<file path="src/rtl/pt_uart_loader_if.sv">
// Encoder load interface: the loader drives the strobe and codeword,
// the PT2262 encoder answers with its idle/done flag.
interface pt_uart_loader_if;
   logic        ld;        // one-cycle load strobe
   logic [23:0] ad;        // 12 two-bit codebits, MSB pair first
   logic        enc_done;  // high while the encoder is idle

   modport master (
      output ld,
      output ad,
      input  enc_done
   );

   modport slave (
      input  ld,
      input  ad,
      output enc_done
   );
endinterface

</file>
<file path="src/rtl/pt_uart_loader.sv">
// UART front end for the PT2262 encoder: receives three 8N1 bytes,
// builds a 24-bit tri-state codeword, rejects illegal codebits, and
// loads the accepted word into the encoder REPEAT times.
module pt_uart_loader #(
   parameter int CLKS_PER_BIT = 16,
   parameter int TIMEOUT_CLKS = 4096,
   parameter int REPEAT       = 4
) (
   input  logic              clk,
   input  logic              rst_n,
   input  logic              rx,
   pt_uart_loader_if.master  enc,
   output logic              busy,
   output logic              frame_err,
   output logic              ovr
);

   localparam int TW    = $clog2(CLKS_PER_BIT);
   localparam int TMO_W = $clog2(TIMEOUT_CLKS + 1);
   localparam int RW    = $clog2(REPEAT + 1);

   localparam logic [TW-1:0]    HALF_M1 = TW'(CLKS_PER_BIT / 2 - 1);
   localparam logic [TW-1:0]    FULL_M1 = TW'(CLKS_PER_BIT - 1);
   localparam logic [TMO_W-1:0] TMO_M1  = TMO_W'(TIMEOUT_CLKS - 1);
   localparam logic [RW-1:0]    REP_MAX = RW'(REPEAT);

   typedef enum logic [1:0] {RX_IDLE, RX_START, RX_DATA, RX_STOP} rx_state_t;
   typedef enum logic [1:0] {L_IDLE, L_WAIT, L_LOAD, L_HOLD}     ld_state_t;

   // synchronizer
   logic rx_meta_q, rx_sync_q;

   // receiver
   rx_state_t       rx_state_q, rx_state_d;
   logic            armed_q, armed_d;
   logic [TW-1:0]   timer_q, timer_d;
   logic [2:0]      bit_idx_q, bit_idx_d;
   logic [7:0]      shift_q, shift_d;
   logic            byte_valid, stop_err;

   // assembler
   logic [1:0]       byte_cnt_q, byte_cnt_d;
   logic [15:0]      word_hi_q, word_hi_d;
   logic [TMO_W-1:0] tmo_q, tmo_d;
   logic [23:0]      ad_q, ad_d;
   logic             busy_q, busy_d;
   logic             frame_err_q, frame_err_d;
   logic             ovr_q, ovr_d;
   logic [23:0]      word;
   logic             illegal;

   // loader
   ld_state_t       l_state_q, l_state_d;
   logic [RW-1:0]   rep_q, rep_d;
   logic            hold_q, hold_d;
   logic            ld;
   logic            busy_clr;

   // Two-flop synchronizer for the asynchronous line; preloads idle-high.
   always_ff @(posedge clk) begin
      // NOTE: sequential state uses non-blocking assignments so every flop samples pre-edge values.
      if (!rst_n) begin
         rx_meta_q <= 1'b1;
         rx_sync_q <= 1'b1;
      end else begin
         rx_meta_q <= rx;
         rx_sync_q <= rx_meta_q;
      end
   end

   // All state registers of receiver, assembler and loader.
   always_ff @(posedge clk) begin
      if (!rst_n) begin
         rx_state_q  <= RX_IDLE;
         armed_q     <= 1'b0;
         timer_q     <= '0;
         bit_idx_q   <= '0;
         shift_q     <= '0;
         byte_cnt_q  <= '0;
         word_hi_q   <= '0;
         tmo_q       <= '0;
         ad_q        <= '0;
         busy_q      <= 1'b0;
         frame_err_q <= 1'b0;
         ovr_q       <= 1'b0;
         l_state_q   <= L_IDLE;
         rep_q       <= '0;
         hold_q      <= 1'b0;
      end else begin
         rx_state_q  <= rx_state_d;
         armed_q     <= armed_d;
         timer_q     <= timer_d;
         bit_idx_q   <= bit_idx_d;
         shift_q     <= shift_d;
         byte_cnt_q  <= byte_cnt_d;
         word_hi_q   <= word_hi_d;
         tmo_q       <= tmo_d;
         ad_q        <= ad_d;
         busy_q      <= busy_d;
         frame_err_q <= frame_err_d;
         ovr_q       <= ovr_d;
         l_state_q   <= l_state_d;
         rep_q       <= rep_d;
         hold_q      <= hold_d;
      end
   end

   // Receiver: arm on idle line, mid-bit sampling, LSB-first, stop check.
   always_comb begin
      // NOTE: every output gets a default first so no path leaves a latch behind.
      rx_state_d = rx_state_q;
      armed_d    = armed_q;
      timer_d    = timer_q;
      bit_idx_d  = bit_idx_q;
      shift_d    = shift_q;
      byte_valid = 1'b0;
      stop_err   = 1'b0;
      case (rx_state_q)
         RX_IDLE: begin
            if (!armed_q) begin
               if (rx_sync_q) armed_d = 1'b1;
            end else if (!rx_sync_q) begin
               rx_state_d = RX_START;
               timer_d    = '0;
            end
         end
         RX_START: begin
            if (timer_q == HALF_M1) begin
               timer_d = '0;
               if (rx_sync_q) begin
                  rx_state_d = RX_IDLE;      // glitch, silently ignored
               end else begin
                  rx_state_d = RX_DATA;
                  bit_idx_d  = '0;
               end
            end else begin
               timer_d = timer_q + TW'(1);
            end
         end
         RX_DATA: begin
            if (timer_q == FULL_M1) begin
               timer_d = '0;
               shift_d = {rx_sync_q, shift_q[7:1]};
               if (bit_idx_q == 3'd7) rx_state_d = RX_STOP;
               else                   bit_idx_d  = bit_idx_q + 3'd1;
            end else begin
               timer_d = timer_q + TW'(1);
            end
         end
         RX_STOP: begin
            if (timer_q == FULL_M1) begin
               timer_d    = '0;
               rx_state_d = RX_IDLE;
               if (rx_sync_q) begin
                  byte_valid = 1'b1;
               end else begin
                  stop_err = 1'b1;
                  armed_d  = 1'b0;           // wait for the line to go idle again
               end
            end else begin
               timer_d = timer_q + TW'(1);
            end
         end
         default: rx_state_d = RX_IDLE;
      endcase
   end

   // Assembler: byte stacking, inter-byte timeout, codebit check, word hand-off.
   always_comb begin
      byte_cnt_d  = byte_cnt_q;
      word_hi_d   = word_hi_q;
      tmo_d       = tmo_q;
      ad_d        = ad_q;
      busy_d      = busy_q;
      frame_err_d = 1'b0;
      ovr_d       = 1'b0;
      word        = {word_hi_q, shift_q};
      illegal     = 1'b0;
      for (int k = 0; k < 12; k++) begin
         if (word[2*k +: 2] == 2'b11) illegal = 1'b1;
      end
      if (byte_valid) begin
         // A byte arriving in the timeout cycle takes precedence.
         tmo_d = '0;
         case (byte_cnt_q)
            2'd0: begin
               word_hi_d[15:8] = shift_q;
               byte_cnt_d      = 2'd1;
            end
            2'd1: begin
               word_hi_d[7:0] = shift_q;
               byte_cnt_d     = 2'd2;
            end
            default: begin
               byte_cnt_d = 2'd0;
               if (illegal)     frame_err_d = 1'b1;
               else if (busy_q) ovr_d       = 1'b1;  // includes the cycle busy falls
               else begin
                  ad_d   = word;
                  busy_d = 1'b1;
               end
            end
         endcase
      end else if (stop_err) begin
         frame_err_d = 1'b1;
         byte_cnt_d  = 2'd0;
         tmo_d       = '0;
      end else if (byte_cnt_q != 2'd0) begin
         if (tmo_q == TMO_M1) begin
            frame_err_d = 1'b1;
            byte_cnt_d  = 2'd0;
            tmo_d       = '0;
         end else begin
            tmo_d = tmo_q + TMO_W'(1);
         end
      end else begin
         tmo_d = '0;
      end
      if (busy_clr) busy_d = 1'b0;
   end

   // Loader: wait for encoder idle, strobe, hold off, repeat.
   always_comb begin
      l_state_d = l_state_q;
      rep_d     = rep_q;
      hold_d    = hold_q;
      ld        = 1'b0;
      busy_clr  = 1'b0;
      case (l_state_q)
         L_IDLE: begin
            rep_d = '0;
            if (busy_q) l_state_d = L_WAIT;
         end
         L_WAIT: begin
            if (enc.enc_done) l_state_d = L_LOAD;
         end
         L_LOAD: begin
            ld        = 1'b1;
            rep_d     = rep_q + RW'(1);
            hold_d    = 1'b0;
            l_state_d = L_HOLD;
         end
         L_HOLD: begin
            // enc_done is ignored here so the encoder has time to drop it.
            if (!hold_q) begin
               hold_d = 1'b1;
            end else if (rep_q < REP_MAX) begin
               l_state_d = L_WAIT;
            end else begin
               busy_clr  = 1'b1;
               l_state_d = L_IDLE;
            end
         end
         default: l_state_d = L_IDLE;
      endcase
   end

   assign enc.ld    = ld;
   assign enc.ad    = ad_q;
   assign busy      = busy_q;
   assign frame_err = frame_err_q;
   assign ovr       = ovr_q;

endmodule

</file>
<file path="src/flat_wrapper.sv">
// flat-port wrapper written by rule: the top's interface ports become plain ports
module pt_uart_loader_flat 
#(
   parameter int CLKS_PER_BIT = 16,
   parameter int TIMEOUT_CLKS = 4096,
   parameter int REPEAT       = 4
)
  (clk, rst_n, rx, busy, frame_err, ovr, enc_ld, enc_ad, enc_enc_done);
  pt_uart_loader_if enc_i ();
  input  logic clk;
  input  logic rst_n;
  input  logic rx;
  output logic busy;
  output logic frame_err;
  output logic ovr;
  output wire logic [$bits(enc_i.ld)-1:0] enc_ld;
  output wire logic [$bits(enc_i.ad)-1:0] enc_ad;
  input wire logic [$bits(enc_i.enc_done)-1:0] enc_enc_done;
  assign enc_ld = enc_i.ld;
  assign enc_ad = enc_i.ad;
  assign enc_i.enc_done = enc_enc_done;
  pt_uart_loader #(.CLKS_PER_BIT(CLKS_PER_BIT), .TIMEOUT_CLKS(TIMEOUT_CLKS), .REPEAT(REPEAT)) u_core (.clk(clk), .rst_n(rst_n), .rx(rx), .enc(enc_i), .busy(busy), .frame_err(frame_err), .ovr(ovr));
endmodule
</file>
<file path="config.mk">
export PLATFORM = sky130hd
export DESIGN_NAME = pt_uart_loader_flat
export DESIGN_NICKNAME = d
export VERILOG_FILES = /design/src/rtl/pt_uart_loader_if.sv /design/src/rtl/pt_uart_loader.sv /design/src/flat_wrapper.sv
export SDC_FILE = /design/constraint.sdc
export NUM_CORES = 1
export LEC_CHECK = 0
export BUFFER_PORTS_ARGS = -buffer_cell sky130_fd_sc_hd__buf_2
export CAP_MARGIN = 20
export CELL_PAD_IN_SITES_DETAIL_PLACEMENT = 1
export CELL_PAD_IN_SITES_GLOBAL_PLACEMENT = 2
export CORE_UTILIZATION = 33
export CTS_CLUSTER_DIAMETER = 30
export DETAILED_ROUTE_END_ITERATION = 12
export PLACE_DENSITY_LB_ADDON = 0.1
export SLEW_MARGIN = 20
export SYNTH_ARGS = -nofsm -noshare
export SYNTH_HDL_FRONTEND = slang
export SYNTH_SLANG_ARGS = --single-unit
</file>
<file path="constraint.sdc">
create_clock -name clk -period 1.88 [get_ports clk]
set_input_delay 0.564 -clock clk [delete_from_list [all_inputs] [get_ports clk]]
set_output_delay 0.564 -clock clk [all_outputs]
set_load 0.01 [all_outputs]
</file>
; ---- Word-level counts from Yosys, hierarchy flattened
; Index checks and enable logic that the tools add are counted.
[totals]
inputBits = 4
register_bits = 84
out_inout_bits = 28
word_cells = 153
[op_classes]
order_cmp = 1
muxes = 63
eq_ne = 35
n_addsub = 4
n_bitwise = 6
n_reduce_logical = 26
[ops]
columns = op, count
row1 = two-way mux 1 bit, 33
row2 = "== test 2 bit, second input constant", 16
row3 = two-way mux 2 bit, 14
row4 = two-way mux 4 bit, 4
row5 = one-hot mux 2 bit (4 select lines), 2
row6 = "inequality test 2 x 1 -> 1 bit, second input constant", 7
row7 = "adder 13 x 1 -> 13 bit, second input constant", 1
row8 = "== test 13 x 12 -> 1 bit, second input constant", 1
row9 = two-way mux 3 bit, 4
row10 = one-hot mux 3 bit (2 select lines), 2
row11 = one-hot mux 4 bit (3 select lines), 1
row12 = "inequality test 2 bit, second input constant", 5
row13 = AND reduction 2 bit, 5
row14 = nonzero test 2 bit, 5
row15 = OR reduction 5 bit, 2
row16 = AND reduction 3 bit, 3
row17 = "adder 3 x 1 -> 3 bit, second input constant", 2
row18 = "== test 2 x 1 -> 1 bit, second input constant", 3
row19 = logical NOT 2 bit, 3
row20 = inverter 1 bit, 6
row21 = AND reduction 6 bit, 1
row22 = nonzero test 3 bit, 2
row23 = OR reduction 2 bit, 3
row24 = AND reduction 5 bit, 1
row25 = 8 further kinds, 9

; ---- Logic depth before layout (Yosys ltp)
; Gate-level depths: netlist of the first run.
[logic_depth]
word_depth = 16
mapped_depth = 8
mapped_depth_nobuf = 6

; ---- Least setup slack after synthesis of the first run
; No wires, ideal clock.
[synth_timing]
path_type = flip-flop to flip-flop
from = register u_core.timer_q[0]
to = register u_core.ad_q[4], in the netlist u_core.enc.ad[4]
required_time_ns = 1.808
t_arrival_ns = 1.728
stages_incl_launch_ff = 9
n_path_buf = 3
synth_period_minus_slack_ns = 1.800
setup_time_ns = 0.072
path_slack_ns = 0.080
path_cell_list = dfxtp_1 ha_1 buf_4 and4_1 buf_2 nand4b_1 nor3_4 buf_6 mux2i_1
[synth_via]
elab_chain_cells = 4
[synth_lines]
columns = item, line_no
row1 = start: declaration, pt_uart_loader.sv:36  ; logic [TW-1:0] timer_q, timer_d;
row2 = start signal: assignment, pt_uart_loader.sv:92  ; timer_q <= timer_d;
row3 = == test 4 bit, pt_uart_loader.sv:151  ; if (timer_q == FULL_M1) begin
row4 = two-way mux 1 bit, pt_uart_loader.sv:151
row5 = two-way mux 1 bit, pt_uart_loader.sv:118  ; case (rx_state_q)
row6 = AND reduction 4 bit (no source line), -
row7 = end signal: assignment, pt_uart_loader.sv:82  ; ad_q <= '0;
row8 = end signal: assignment, pt_uart_loader.sv:98  ; ad_q <= ad_d;
row9 = end: declaration, pt_uart_loader.sv:45  ; logic [23:0] ad_q, ad_d;
; Every way passes these cells.
; A chain may end at the register's enable or synchronous reset.

==> results of run 1 <==
-- worst min path at each step --
| stage | end | from | slack [ns] | cells after the start |
|---|---|---|---|---|
| after floorplan | u_core.rx_sync_q | u_core.rx_meta_q | 0.39 | 1 |
| after global placement | u_core.rx_sync_q | u_core.rx_meta_q | 0.40 | 1 |
| after detailed placement | u_core.rx_sync_q | u_core.rx_meta_q | 0.40 | 1 |
| after CTS | u_core.rx_meta_q | rx | 0.39 | 2 |
| after global routing | u_core.rx_meta_q | rx | 0.38 | 2 |
| final | u_core.rx_meta_q | rx | 0.40 | 2 |
-- cells in the final DEF (no fill, tap or decap), types with 7 or more instances in the layout --
master	count
buf_2	31
buf_4	17
clkbuf_8	10
inv_1	10
ha_1	10
dfxtp_1	81
nand4_1	9
mux2i_1	43
nand2_1	79
nor2_1	22
nand3_1	8
o21ai_0	7
a21oi_1	19
-- registers in the layout, indices dropped and copies added, names as in the netlist, named ones only --
signal / count
u_core.armed_q: 1
u_core.bit_idx_q: 3
u_core.busy: 1
u_core.byte_cnt_q: 2
u_core.enc.ad: 24
u_core.frame_err: 1
u_core.hold_q: 1
u_core.l_state_q: 2
u_core.ovr: 1
u_core.rep_q: 3
u_core.rx_meta_q: 1
u_core.rx_state_q: 1
u_core.rx_sync_q: 1
u_core.shift_q: 8
u_core.timer_q: 4
u_core.tmo_q: 13
u_core.word_hi_q: 16
-- cells in the mapped netlist (6+ instances only) --
library cell / count / share of area, %
nor3_1: 7 / 0.98
inv_1: 10 / 1.0
a21oi_1: 19 / 2.7
nand3_1: 8 / 1.1
nand2_1: 79 / 8.3
nand4_1: 9 / 1.6
mux2i_1: 43 / 12
nand2b_1: 6 / 1.0
clkbuf_1: 12 / 1.3
dfxtp_1: 84 / 47
nor2_1: 22 / 2.3
o21ai_0: 7 / 0.98
ha_1: 14 / 4.9
-- metrics by stage --
stage	power (W)	utilization, %	area, sq um	cells
final	0.00318	40.6	4230	570
after detailed placement	0.00197	37.8	3940	551
after global routing	0.00332	40.6	4230	570
after floorplan	0.00192	-	3580	388
after global placement	0.00197	37.8	3940	551
after CTS	0.00323	39.6	4130	567
-- kinds of logic after synthesis --
kind of cell,Yosys count,share of synthesized area [%]
simple gates,156,20.5
flops,84,46.9
compound gates,50,9.08
mux,43,12.0
buf+inv,32,4.36
fa+ha+maj,14,4.89
xor+xnor,9,2.20
-- repair_timing --
action,CTS,global route
pin swaps,0,1
endpoints found under the hold margin,0,0
endpoints found under the setup margin,2,36
gates cloned,0,2
hold buffers,0,0
setup buffers,0,1
gates resized for setup,2,9
-- layout make-up --
| type | count | area (sq um) |
|---|---|---|
| Fill cell | 1220 | 6180 |
| Multi-Input combinational cell | 272 | 1780 |
| Sequential cell | 84 | 1690 |
| Timing Repair Buffer | 52 | 373 |
| Tap cell | 136 | 170 |
| Clock buffer | 10 | 138 |
| Clock inverter | 6 | 46.3 |
| Inverter | 10 | 37.5 |
-- metal layers --
metal,global-route usage (%),part of all wire [%],vias up
met2,26.2,46,39
met3,2.58,2.6,10
li1,-,-,1432
met4,6.25,1.3,0
met5,0,0,-
met1,21.7,50,1390
-- power by group --
| group | total [W] | internal [W] | switching (W) |
|---|---|---|---|
| Sequential | 0.00180 | 0.00179 | 0.00000931 |
| Clock | 0.00124 | 0.000526 | 0.000714 |
| Combinational | 0.000140 | 0.0000477 | 0.0000925 |
| Total | 0.00318 | 0.00236 | 0.000816 |
==> results by group, run 1 <==
STA
  • Hold Slack: 0.399 ns
  • Achievable Freq: 549 MHz
  • Setup repair after global routing missed its margin: yes
  • Number of max-slew violations in the final report: 0
  • Post-layout minimum cycle time: 1.82 ns
  • Setup TNS: 0 ns
  • Count of final hold-check violations: 0
  • Setup violation total in the final timing report: 0
  • Share of the clock period used by the worst path: 96.8%
  • Rel. slew slack: 65.4%
  • Worst Slack Setup Final: 0.0600 ns
  • Worst Max-Slew Pin Slew: 0.519 ns
  • Clock Skew: 0.0159 ns

Floorplanning
  • Number of standard-cell rows in the floorplan: 37
  • Initial core utilization: 34.4%
  • Core region area: 0.0104 sq mm
  • Die W: 106 um
  • Top Ports: 32
  • Height of the die: 106 um
  • Full die area: 0.0113 sq mm

Worst setup path
  • Data arrival time of the critical path: 2.11 ns
  • Worst path depth: 6
  • Required time of the critical path: 2.17 ns
  • Crit path largest cell delay: 0.47 ns
  • Worst setup path class: flip-flop to flip-flop
  • Cells along the critical path: inv_1 -> ha_1 -> and4b_1 -> a211o_1 -> or4_1 -> a21oi_1
  • Worst setup SP type: flip-flop
  • Cell type of the slowest stage on the worst timing path: or4_1
  • Register-to-Register Setup Slack: 0.06 ns
  • Kind of capture point of the worst setup path: flip-flop
  • Gate family responsible for the most delay along the worst path: simple AND/OR/NAND/NOR gates
  • Depth of the most critical reg-to-reg path: 6
  • Capturing element of the worst setup path: u_core.timer_q[0]
  • Number of buffers and inverters on the critical path: 1
  • R2r endpoint: u_core.timer_q[0]
  • Max Fanout on Critical Path: 4

Placement
  • Pre-CTS setup slack: 0.0228 ns
  • Number of input and output port buffers inserted: 31
  • Detailed placement HPWL: 6.04 mm
  • GP Congestion: 0.727

Routing
  • Antenna viol nets, final: 0
  • Via total after detailed routing: 2871
  • Mean routed wirelength per cell: 15.5 um
  • DRC violations left: 0
  • Wire length reported by the detailed router: 8.83 mm
  • Count of routing violations after the opening detailed-route iteration: 92
  • Post-DR vias/cell: 5.04
  • Length of the first detailed-routing pass in iterations: 4

Clock network
  • Clock slew seen by the registers of the worst setup and hold paths: 0.09 ns
  • Root Driver: clkbuf_8
  • Number of levels the H-tree was split into: 3
  • CTS Sinks: 84
  • TritonCTS clock tree: built
  • Clock Tree Buf Depth: 2
  • Number of buffers inserted during clock tree synthesis: 9
  • Clock latency on the worst-skew pair: 0.36 ns

Yosys
  • Number of cells produced by synthesis: 388
  • Number of nets in the synthesized netlist: 406
  • Dominant register cell in the synthesized netlist: dfxtp_1
  • Mapped Area: 0.00358 sq mm
  • Per-instance average area after synthesis: 9.24 sq um
  • Count of unique library cells instantiated by Yosys: 41
  • Seq/Total Area, Yosys: 46.9%
  • Number of warnings printed during yosys synthesis: 0
  • Seq cells post-synth: 84
  • Synth async-reset ratio: 0%
  • Number of enable-type register cells in the synthesized netlist: 0

Worst hold path
  • Worst Hold Class: input pin to flip-flop

Global routing
  • GRT Residual Overflow: 0
  • Initial antenna violation count: 0
  • Pin count of the biggest net entering global routing: 37
  • GRT Util Overall: 16.2%
  • Via count of the first global-routing pass: 2849
  • Global-route wire length before repair: 14.2 mm

Outcome
  • Status: finished, final reports clean

Layout
  • Number of antenna diodes: 0
  • Syn-to-layout area delta: 18.1%
  • Share of final-layout standard cells stronger than drive strength 1: 18.4%
  • Final layout net count: 447

Flow run
  • Number of maximum-capacitance constraint violations: 0

Power and ir drop
  • Worst vdd ir: 0.381 mV
  • Power per Cell Area: 751 mW/mm^2
  • Leakage: 1.60 nW
Note: power is estimated with default switching activity, not from simulation.
==> inputs of run 2 (changes only) <==
- PLACE_DENSITY_LB_ADDON: 0.1 -> 0.05
==> run 2 against run 1 <==
Flip-flop and latch count did not move. Count of clock-buffer cells in the layout unchanged. Maximum frequency down 1.8%. Worst hold slack got worse by 0.0064 ns. Non-clock buffer count increased by 1. Power rose by 5.5%. Final cell count up 0.18%. Wire length up 0.34%. Register-to-register slack lost 0.03 ns. Utilization is 0.47 points higher. Die area is the same. Critical path type unchanged. Highest routed layer unchanged.
==> results by group, run 2 (synthesis results as in run 1) <==
Layout
  • Number of antenna diodes: 0 (unchanged)
  • Share of final-layout standard cells stronger than drive strength 1: 19.5% (+1.1 points)
  • Most frequent standard cell in the layout excluding fill and tap cells: nand2_1
  • Most frequent cells in the layout: nand2_1, dfxtp_1, mux2i_1
  • Final design area excluding fillers: 0.00428 sq mm (+1.2%)
  • Syn-to-layout area delta: 19.4%
  • Final layout net count: 448 (+0.22%)
  • Number of filler cells placed in the layout: 1219 (-0.082%)
  • Flip-flop count of the largest register after layout: 24 (unchanged)

STA
  • Rel. slew slack: 65.4% (about the same)
  • Worst Max-Slew Pin Slew: 0.519 ns (-0.000628 ns)
  • Setup repair after global routing missed its margin: yes
  • Post-layout minimum cycle time: 1.85 ns (+0.0332 ns)
  • Number of max-slew violations in the final report: 0 (unchanged)
  • Achievable Freq: 540 MHz (-1.8%)
  • Clock Skew: 0.00950 ns (-0.00644 ns)
  • Setup violation total in the final timing report: 0 (unchanged)
  • Count of final hold-check violations: 0 (unchanged)
  • Share of the clock period used by the worst path: 98.6% (+1.8 points)
  • Worst Slack Setup Final: 0.0268 ns (-0.0332 ns)

Floorplanning
  • Initial core utilization: 34.4% (unchanged)
  • Height of the die: 106 um (unchanged)
  • Top Ports: 32 (unchanged)
  • Core region area: 0.0104 sq mm (unchanged)
  • Number of standard-cell rows in the floorplan: 37 (unchanged)
  • Full die area: 0.0113 sq mm (unchanged)
  • Die W: 106 um (unchanged)

Clock network
  • Clock slew seen by the registers of the worst setup and hold paths: 0.08 ns (about the same)
  • Root Driver: clkbuf_8
  • CTS Sinks: 84 (unchanged)
  • Number of levels the H-tree was split into: 3 (unchanged)
  • TritonCTS clock tree: built
  • Number of buffers inserted during clock tree synthesis: 9 (unchanged)
  • Clock latency on the worst-skew pair: 0.36 ns (about the same)
  • Clock Tree Buf Depth: 2 (unchanged)
  • Count of hold buffers inserted by post-cts repair: 0 (unchanged)

Global routing
  • GRT Util Overall: 16.5% (+0.26 points)
  • Via count of the first global-routing pass: 2886 (+1.3%)
  • Pin count of the biggest net entering global routing: 40 (+8.1%)
  • GRT Residual Overflow: 0 (unchanged)
  • Initial antenna violation count: 0 (unchanged)
  • Global-route wire length before repair: 14.6 mm (+2.4%)

Routing
  • Mean routed wirelength per cell: 15.5 um (+0.16%)
  • Via total after detailed routing: 2817 (-1.9%)
  • Antenna viol nets, final: 0 (unchanged)
  • Wire length reported by the detailed router: 8.86 mm (+0.34%)
  • Post-DR vias/cell: 4.93 (-2.1%)
  • Length of the first detailed-routing pass in iterations: 4 (unchanged)
  • DRC violations left: 0 (unchanged)
  • Count of routing violations after the opening detailed-route iteration: 90 (-2.2%)

Power and ir drop
  • Worst vdd ir: 0.428 mV (+12%)
  • Overall power of the completed layout: 0.00335 W (+5.5%)
  • Power per Cell Area: 783 mW/mm^2 (+4.3%)
  • Leakage: 1.62 nW (+1.0%)

Outcome
  • Status: finished, final reports clean

Flow run
  • Number of maximum-capacitance constraint violations: 0 (unchanged)

Placement
  • Pre-CTS setup slack: 0.0271 ns (+0.00438 ns)
  • Instance area after placement: 0.00395 sq mm (+0.32%)
  • Number of input and output port buffers inserted: 31 (unchanged)
  • GP Congestion: 0.703 (-3.3%)
  • Detailed placement HPWL: 6.07 mm (+0.37%)

Worst setup path
  • Worst setup path class: flip-flop to flip-flop
  • Max Fanout on Critical Path: 4 (unchanged)
  • Required time of the critical path: 2.17 ns (about the same)
  • Kind of capture point of the worst setup path: flip-flop
  • Worst setup SP type: flip-flop
  • Data arrival time of the critical path: 2.14 ns (+0.03 ns)

Worst hold path
  • Worst Hold Class: input pin to flip-flop
## run 2: cell types whose count changed in the layout (fill, tap and decap cells not counted), moves of 2 or more
cell       previous run  this run
bufinv_16             0         2
dfxtp_2               3         5
inv_6                 2         0
dfxtp_1              81        78
## run 2: final cells by class
type	count	area [sq um]	area share [%]
Multi-Input combinational cell	272	1800	42.2
Clock inverter	6	88.8	2.08
Sequential cell	84	1690	39.5
Inverter	10	37.5	0.877
Clock buffer	10	128	2.98
Timing Repair Buffer	53	360	8.42
Tap cell	136	170	3.98
## run 2: repair_timing
| item | in CTS | in global routing |
|---|---|---|
| pin swaps | 0 | 1 |
| gates resized for setup | 2 | 19 |
| cloned | 0 | 2 |
| endpoints found under the hold margin | 0 | 0 |
| setup endpoints to repair | 1 | 43 |
| setup buffers | 0 | 2 |
## run 2: path summary, 6_finish.rpt
path,from,endpoint,slack [ns],cells past startpoint
worst max-delay path,flip-flop,u_core.timer_q[0],0.03,6
worst max register to register,flip-flop,u_core.timer_q[0],0.03,6
worst min-delay path,rx,u_core.rx_meta_q,0.39,2
worst min register to register,u_core.rx_meta_q,u_core.rx_sync_q,0.43,1
## run 2: report_power, final
part | leakage [nW] | internal (W) | switching [W]
sequential | 0.680 | 0.00178 | 0.0000110
combinational | 0.835 | 0.0000472 | 0.0000903
clock | 0.102 | 0.000748 | 0.000671
## run 2: routing by layer
| metal | wire length (um) | GRT usage (%) |
|---|---|---|
| met5 | 0 | 0 |
| met4 | 118 | 5.65 |
| met3 | 240 | 4.17 |
| met2 | 4210 | 27.4 |
| met1 | 4290 | 20.7 |
## run 2: metrics by stage
stage	hold WS (ns)	instances	util [%]	setup TNS (ns)
2_1_floorplan	0.386	388	-	0
3_3_place_gp	0.413	551	37.9	0
3_5_place_dp	0.406	551	37.9	0
4_1_cts	0.379	567	40.0	0
5_1_grt	0.403	571	41.1	-0.0992
6_report	0.393	571	41.1	0
## run 2: critical path, cell delays in order, from the launching register on
cell	delay (ns)
dfxtp_2	0.36
inv_1	0.12
ha_2	0.23
and4b_1	0.20
a211o_1	0.28
or4_1	0.46
a21oi_1	0.12
